## src/rtl/adder_pipe.sv

```systemverilog
// rtl/adder_pipe.sv - pipelined WIDTH-bit add/subtract with segmented carry chain and valid/ready flow control
//
// Purpose:
//   The carry chain is cut into STAGES equal segments of SEG = WIDTH/STAGES bits.
//   Stage k adds slice k of A and B' plus the carry registered by stage k-1.
//   Operands, partial sums, the carry and the valid bit travel together down the pipe.
//   A single global enable moves every stage at once, so a stalled output holds the whole pipe.
//
// Optional feature:
//   ADDER_PIPE_SAT_EN - when defined, the final stage clamps Sum to signed max/min on
//   overflow (chosen by the sign of A). Cout and Ovf are reported unchanged.
//   When undefined, Sum wraps modulo 2^WIDTH.
//
// Ports:
//   clk        in   rising-edge clock
//   rst_n      in   asynchronous active-low reset
//   in_valid   in   operand beat offered
//   in_ready   out  beat accepted this cycle (combinational, equals pipeline enable)
//   A, B       in   WIDTH-bit operands
//   Cin        in   carry in, add mode only
//   sub        in   0: A+B+Cin, 1: A-B
//   out_valid  out  result beat valid
//   out_ready  in   consumer accepts result beat
//   Sum        out  WIDTH-bit result
//   Cout       out  carry out of top segment (sub mode: 1 = no borrow)
//   Ovf        out  signed two's-complement overflow

module adder_pipe #(
    parameter int WIDTH  = 32,
    parameter int STAGES = 4
) (
    input  logic             clk,
    input  logic             rst_n,
    input  logic             in_valid,
    output logic             in_ready,
    input  logic [WIDTH-1:0] A,
    input  logic [WIDTH-1:0] B,
    input  logic             Cin,
    input  logic             sub,
    output logic             out_valid,
    input  logic             out_ready,
    output logic [WIDTH-1:0] Sum,
    output logic             Cout,
    output logic             Ovf
);

    localparam int SEG  = WIDTH / STAGES;
    localparam int LAST = STAGES - 1;

    generate
        if ((STAGES < 1) || (WIDTH % STAGES != 0)) begin : g_bad_cfg
            $error("adder_pipe: WIDTH must be a multiple of STAGES and STAGES >= 1");
        end
    endgenerate

    // Stage registers: index k holds the state leaving stage k.
    logic [STAGES-1:0]            v_q, v_d;
    logic [STAGES-1:0]            c_q, c_d;
    logic [STAGES-1:0][WIDTH-1:0] a_q, a_d;
    logic [STAGES-1:0][WIDTH-1:0] b_q, b_d;
    logic [STAGES-1:0][WIDTH-1:0] s_q, s_d;
    logic                         ovf_q, ovf_d;

    logic             en;
    logic [WIDTH-1:0] b_eff;
    logic             c0;

    // Chains prepend the pipe inputs so stage k always reads index k,
    // including stage 0, without any k-1 indexing.
    logic [STAGES:0]            v_chain;
    logic [STAGES:0]            c_chain;
    logic [STAGES:0][WIDTH-1:0] a_chain;
    logic [STAGES:0][WIDTH-1:0] b_chain;
    logic [STAGES:0][WIDTH-1:0] s_chain;

    // Temporaries for one segment of the carry chain.
    logic [SEG:0]     seg_sum;
    logic [WIDTH-1:0] part_sum;

    assign en       = !v_q[LAST] || out_ready;
    assign in_ready = en;

    // Subtraction is A + ~B + 1, so Cin is ignored in sub mode.
    assign b_eff = sub ? ~B : B;
    assign c0    = sub | Cin;

    assign v_chain = {v_q, in_valid};
    assign c_chain = {c_q, c0};
    assign a_chain = {a_q, A};
    assign b_chain = {b_q, b_eff};
    assign s_chain = {s_q, {WIDTH{1'b0}}};

    always_comb begin
        v_d      = v_q;
        c_d      = c_q;
        a_d      = a_q;
        b_d      = b_q;
        s_d      = s_q;
        ovf_d    = ovf_q;
        seg_sum  = '0;
        part_sum = '0;
        for (int k = 0; k < STAGES; k++) begin
            seg_sum = {1'b0, a_chain[k][k*SEG +: SEG]}
                    + {1'b0, b_chain[k][k*SEG +: SEG]}
                    + {{SEG{1'b0}}, c_chain[k]};
            part_sum               = s_chain[k];
            part_sum[k*SEG +: SEG] = seg_sum[SEG-1:0];
            v_d[k] = v_chain[k];
            c_d[k] = seg_sum[SEG];
            a_d[k] = a_chain[k];
            b_d[k] = b_chain[k];
            s_d[k] = part_sum;
        end
        // Overflow uses the operand signs carried alongside the final stage and
        // the unclamped sum it has just completed.
        ovf_d = (a_chain[LAST][WIDTH-1] == b_chain[LAST][WIDTH-1])
             && (s_d[LAST][WIDTH-1] != a_chain[LAST][WIDTH-1]);
`ifdef ADDER_PIPE_SAT_EN
        if (ovf_d) begin
            s_d[LAST] = a_chain[LAST][WIDTH-1] ? {1'b1, {(WIDTH-1){1'b0}}}
                                               : {1'b0, {(WIDTH-1){1'b1}}};
        end
`endif
    end

    always_ff @(posedge clk or negedge rst_n) begin
        if (!rst_n) begin
            v_q   <= '0;
            c_q   <= '0;
            a_q   <= '0;
            b_q   <= '0;
            s_q   <= '0;
            ovf_q <= 1'b0;
        end else if (en) begin
            v_q   <= v_d;
            c_q   <= c_d;
            a_q   <= a_d;
            b_q   <= b_d;
            s_q   <= s_d;
            ovf_q <= ovf_d;
        end
    end

    assign out_valid = v_q[LAST];
    assign Sum       = s_q[LAST];
    assign Cout      = c_q[LAST];
    assign Ovf       = ovf_q;

    // The chain entries past the final stage have no consumer.
    logic unused_chain_top;
    assign unused_chain_top = ^{v_chain[STAGES], c_chain[STAGES], a_chain[STAGES],
                                b_chain[STAGES], s_chain[STAGES]};

endmodule

```

## config.mk

```make
export PLATFORM = sky130hd
export DESIGN_NAME = adder_pipe
export DESIGN_NICKNAME = d
export VERILOG_FILES = /design/src/rtl/adder_pipe.sv
export SDC_FILE = /design/constraint.sdc
export NUM_CORES = 1
export LEC_CHECK = 0
export CAP_MARGIN = 20
export CORE_MARGIN = 2
export CORE_UTILIZATION = 39
export CTS_BUF_LIST = sky130_fd_sc_hd__clkbuf_4
export CTS_CLUSTER_DIAMETER = 80
export DETAILED_ROUTE_END_ITERATION = 10
export GPL_ROUTABILITY_DRIVEN = 0
export GPL_TIMING_DRIVEN = 0
export PLACE_DENSITY = 0.68
export SYNTH_ARGS = -nofsm -noshare
export SYNTH_HDL_FRONTEND = slang
export SYNTH_SLANG_ARGS = --single-unit
```

## constraint.sdc

```tcl
create_clock -name clk -period 4.3 [get_ports clk]
set_clock_uncertainty 0.2 [all_clocks]
set_input_delay 0.645 -clock clk [delete_from_list [all_inputs] [get_ports clk]]
set_output_delay 0.645 -clock clk [all_outputs]
set_load 0.02 [all_outputs]
```

======== Yosys cells after proc, flatten, opt, wreduce, memory -nomap -nowiden ========
Index checks and enable logic that the tools add are counted.
cells by class
  add/subtract/negate cells ............... 8
  eq/ne operators ......................... 2
  muxes and demuxes ....................... 1
  bitwise gates (word level) .............. 2
  reductions and logical operators ........ 3
operators by type and width
  operator             number
  $add A8 B8 Y9        4
  $add A9 B1 Y9        4
  $mux W32             1
  $not A32 Y32         1
  $eq A1 B1 Y1         1
  $logic_and A1 B1 Y1  1
  $logic_not A1 Y1     1
  $logic_or A1 B1 Y1   1
  $ne A1 B1 Y1         1
  $or A1 B1 Y1         1
word-level totals
  flip-flop bits (word level) ............. 281
  output and inout port bits .............. 36
  logic and storage cells ................. 29

======== Depth between registers and ports, before layout ========
  depth in word-level cells ............... 4
  depth in mapped cells ................... 11
  depth with buffers taken out ............ 9

======== Least setup slack after synthesis ========
Ideal clock, no wire load.
  path kind ............................... in2reg
  from .................................... in sub
  to ...................................... reg c_q[0]
  setup time .............................. 0.137 ns
  arrival time ............................ 2.854 ns
  data required time ...................... 3.963 ns
  setup slack ............................. 1.108 ns
  cell stages on the path ................. 11
  cell sequence ........................... clkbuf_1 buf_2 or2_2 fa_1 inv_1 fa_1 nor2b_4 o31a_1 o311a_1 o21ai_0 a31oi_1
on the way
  longest elaborated chain between the ends .. 3
RTL lines
  element               line  source
  start, declared       39    input logic sub,
  $mux W32              84    assign b_eff = sub ? ~B : B;
  $add A8 B8 Y9         104   + {1'b0, b_chain[k][k*SEG +: SEG]}
  $add A9 B1 Y9 *       105   + {{SEG{1'b0}}, c_chain[k]};
  end signal, assigned  129   c_q <= '0;
  end signal, assigned  136   c_q <= c_d;
  end, declared         58    logic [STAGES-1:0] c_q, c_d;
Mark *: on every way between the ends. The rest lies on a longest branch, timed or not.
A chain may end at the register's enable or synchronous reset.

======== Final worst setup path ========
  from .................................... in out_ready
  to ...................................... out in_ready
on the way
  longest elaborated chain between the ends .. 1
RTL lines
  element             line  source
  start, declared     41    input logic out_ready,
  $logic_or A1 B1 Y1  80    assign en = !v_q[LAST] || out_ready;
  end, declared       35    output logic in_ready,
Every way passes these cells.

==> impl_metrics.toml <==
[critical_path]
critPathCaptureType = "output port"
reg2reg_to = "part_sum[22]"
required_ps = 3450
worstPathCellList = "clkdlybuf4s50_1 > nor2b_1 > clkbuf_1 > inv_2 > clkbuf_1 > clkdlybuf4s50_1"
critPathSlowestCell = "clkdlybuf4s50_1"
r2r_start = "c_q[1]"
crit_path_start_kind = "input port"
reg2reg_setup_slack_ps = 1700
path_class = "input port to output port"
crit_arrival_ps = 2820
r2r_cells = 7
max_stage_delay_ps = 730
crit_fanout = 10

[yosys]
ys_warn_count = 0
synthCells = 947
synth_area_leaders = "dfrtp_1 54%, nand2_1 19%, ha_1 4.1%"
yosys_most_used_dff = "dfrtp_1"
yosysSeqAreaShare = 0.539
yosysMostFrequentCell = "nand2_1"
synth.avg_cell_area_um2 = 9.07
synth_area_um2 = 8590
synthTopCellsByCount = "431 x nand2_1, 185 x dfrtp_1, 62 x o21ai_0, 43 x buf_4, 28 x ha_1"
synth_top_area_frac = 0.539
synth_seq_cells = 185
synth_top_cell_by_area = "dfrtp_1"
synth.distinct_cells = 36
syn_nets = 1053
synth-edff-count = 0
synthArstFlopShare = 1.00

[global_route]
grt_max_degree = 118
gr-usage-all-layers = 0.172
grt.overflow.total = 0
grt_pass1_wl_um = 31800
grt_pass1_vias = 6392
antenna_found_initial = 1

[sta]
finalHoldViolCount = 0
grt_setup_unrepaired = "false"
final.min_clock_period_ps = 3660
setup_viol = 0
max_freq_mhz = 273
worst_pin_slew_ps = 706
slew_violations = 0
relSlewSlack = 0.529
hold_ws_ps = 270
fin_crit_sh = 0.851

[routing]
via_count = 6346
ant_nets = 0
wirelength_um = 19200
dr.pass1.iters = 4
drt-vias-per-instance = 4.65
drc_errors = 0
avgRoutedWirePerCell_um = 14.1
drt_iter0_markers = 282

[power_and_ir_drop]
power_density_nw_per_um2 = 683
power.leakage_nw = 5.01
ir_drop_mv = 0.267
total_power_w = 0.00702

[die]
die_height_um = 152
dieArea_um2 = 23200
ios = 106
die_x_um = 152
rows = 54
start_util = 0.395
fp.coreArea_um2 = 21800

[clock_network]
cts_tree = "done"
cts_buffer_depth = 2
clock_latency_ps = 580
cts_root_buffer = "clkbuf_4"
cts_buffers = 17
clkTransAtPathRegs_ps = 150
cts.sinks = 185
htree_levels = 4

[min_path]
min-delay-start = "a_chain[90]"
hold_end = "a_chain[122]"
min_path_cells = 2
hp-class = "register to register"

[finish]
final_area_um2 = 10300
final_nets = 1178
synthToLayoutAreaGrowth_pct = 19.7
final_util = 0.473
layout-drive-gt1-share = 0.0839

[flow_run]
drv_cap = 0

[run_status]
outcome = "finished, final reports clean"

[placement]
placed_area_um2 = 10000
port-buffer-count = 104
dpl.hpwl_um = 14500
critical path: cells and delay by family:
kind / cells / cell delay (ps)
buffers and inverters: 5 / 2100
and+or+nand+nor: 1 / 60
repair_timing:
action / 4_1_cts / 5_1_grt
gates resized for setup: 0 / 0
endpoints found under the hold margin: 68 / 0
setup buffers: 0 / 0
hold buffers: 1 / 0
layout make-up:
| class | count | area [um2] |
|---|---|---|
| inverter | 11 | 41.3 |
| sequential | 185 | 4630 |
| tap | 280 | 350 |
| clock inverter | 15 | 129 |
| multi-input combinational | 674 | 3460 |
| antenna | 1 | 2.50 |
| buffer | 77 | 465 |
| timing repair buffer | 106 | 1080 |
| clock buffer | 17 | 128 |
| fill | 2156 | 11500 |
cell usage in the layout, fill, tap and decap left out, types with 2 or more instances in the layout:
master | Yosys | routed
a31oi_1 | 4 | 4
nor2_1 | 15 | 15
inv_1 | 10 | 10
a21oi_1 | 16 | 16
clkdlybuf4s50_1 | 0 | 103
clkinv_4 | 0 | 4
buf_4 | 43 | 43
ha_1 | 28 | 28
o31ai_1 | 2 | 2
buf_2 | 12 | 12
fa_1 | 8 | 8
or3_1 | 3 | 3
o211ai_1 | 4 | 4
nand2b_1 | 3 | 3
clkbuf_4 | 0 | 17
clkinvlp_4 | 0 | 3
o21bai_1 | 4 | 4
xor2_1 | 21 | 21
clkinv_1 | 0 | 3
a211oi_1 | 10 | 10
or2_2 | 2 | 2
o21a_1 | 2 | 2
dfrtp_1 | 185 | 185
nor2b_1 | 4 | 4
a21o_1 | 7 | 7
xnor2_1 | 26 | 26
o21ai_0 | 62 | 62
nor3_1 | 11 | 11
clkinv_2 | 0 | 2
clkbuf_1 | 22 | 22
nand2_1 | 431 | 431
o31a_1 | 2 | 2
worst max-delay path by stage:
stage	startpoint	to	slack, ps
3_3_place_gp	rst_n	a_chain[62]	-5180
5_1_grt	v_q[3]	in_ready	550
6_report	out_ready	in_ready	640
2_1_floorplan	sub	c_q[0]	1110
4_1_cts	v_q[3]	in_ready	630
3_5_place_dp	out_ready	in_ready	640
per-stage QoR:
stage,std cells,setup WS (ps),setup TNS (ps)
floorplan,947,1110,0
global placement,1331,-5180,-955100
detailed placement,1332,639,0
CTS,1365,626,0
global route,1366,550,0
finish,1366,639,0
metal layers:
metal  global-route usage  part of all wire
met3               0.0304             0.039
met5                    0                 0
met4               0.0661             0.027
met1                0.213              0.43
met2                0.301              0.50
kinds of logic after synthesis:
family	share of synthesized area
and+or+nand+nor	0.213
DFF	0.539
AOI/OAI and AO/OA	0.0818
buffers and inverters	0.0590
xor gates and xnor gates	0.0479
adders and majority gates	0.0594
state kept, by name (all words and copies together), names as in the netlist:
| signal | cells |
|---|---|
| b_chain | 48 |
| c_q | 4 |
| s_chain | 24 |
| part_sum | 24 |
| a_chain | 48 |
| Ovf | 1 |
| Sum | 32 |
| v_q | 4 |
power by group:
| group | internal (W) | switching [W] |
|---|---|---|
| clock network | 0.000287 | 0.000600 |
| logic | 0.00144 | 0.00175 |
| registers | 0.00251 | 0.000449 |
| total | 0.00423 | 0.00279 |
Power figures use the tool's default switching activity.
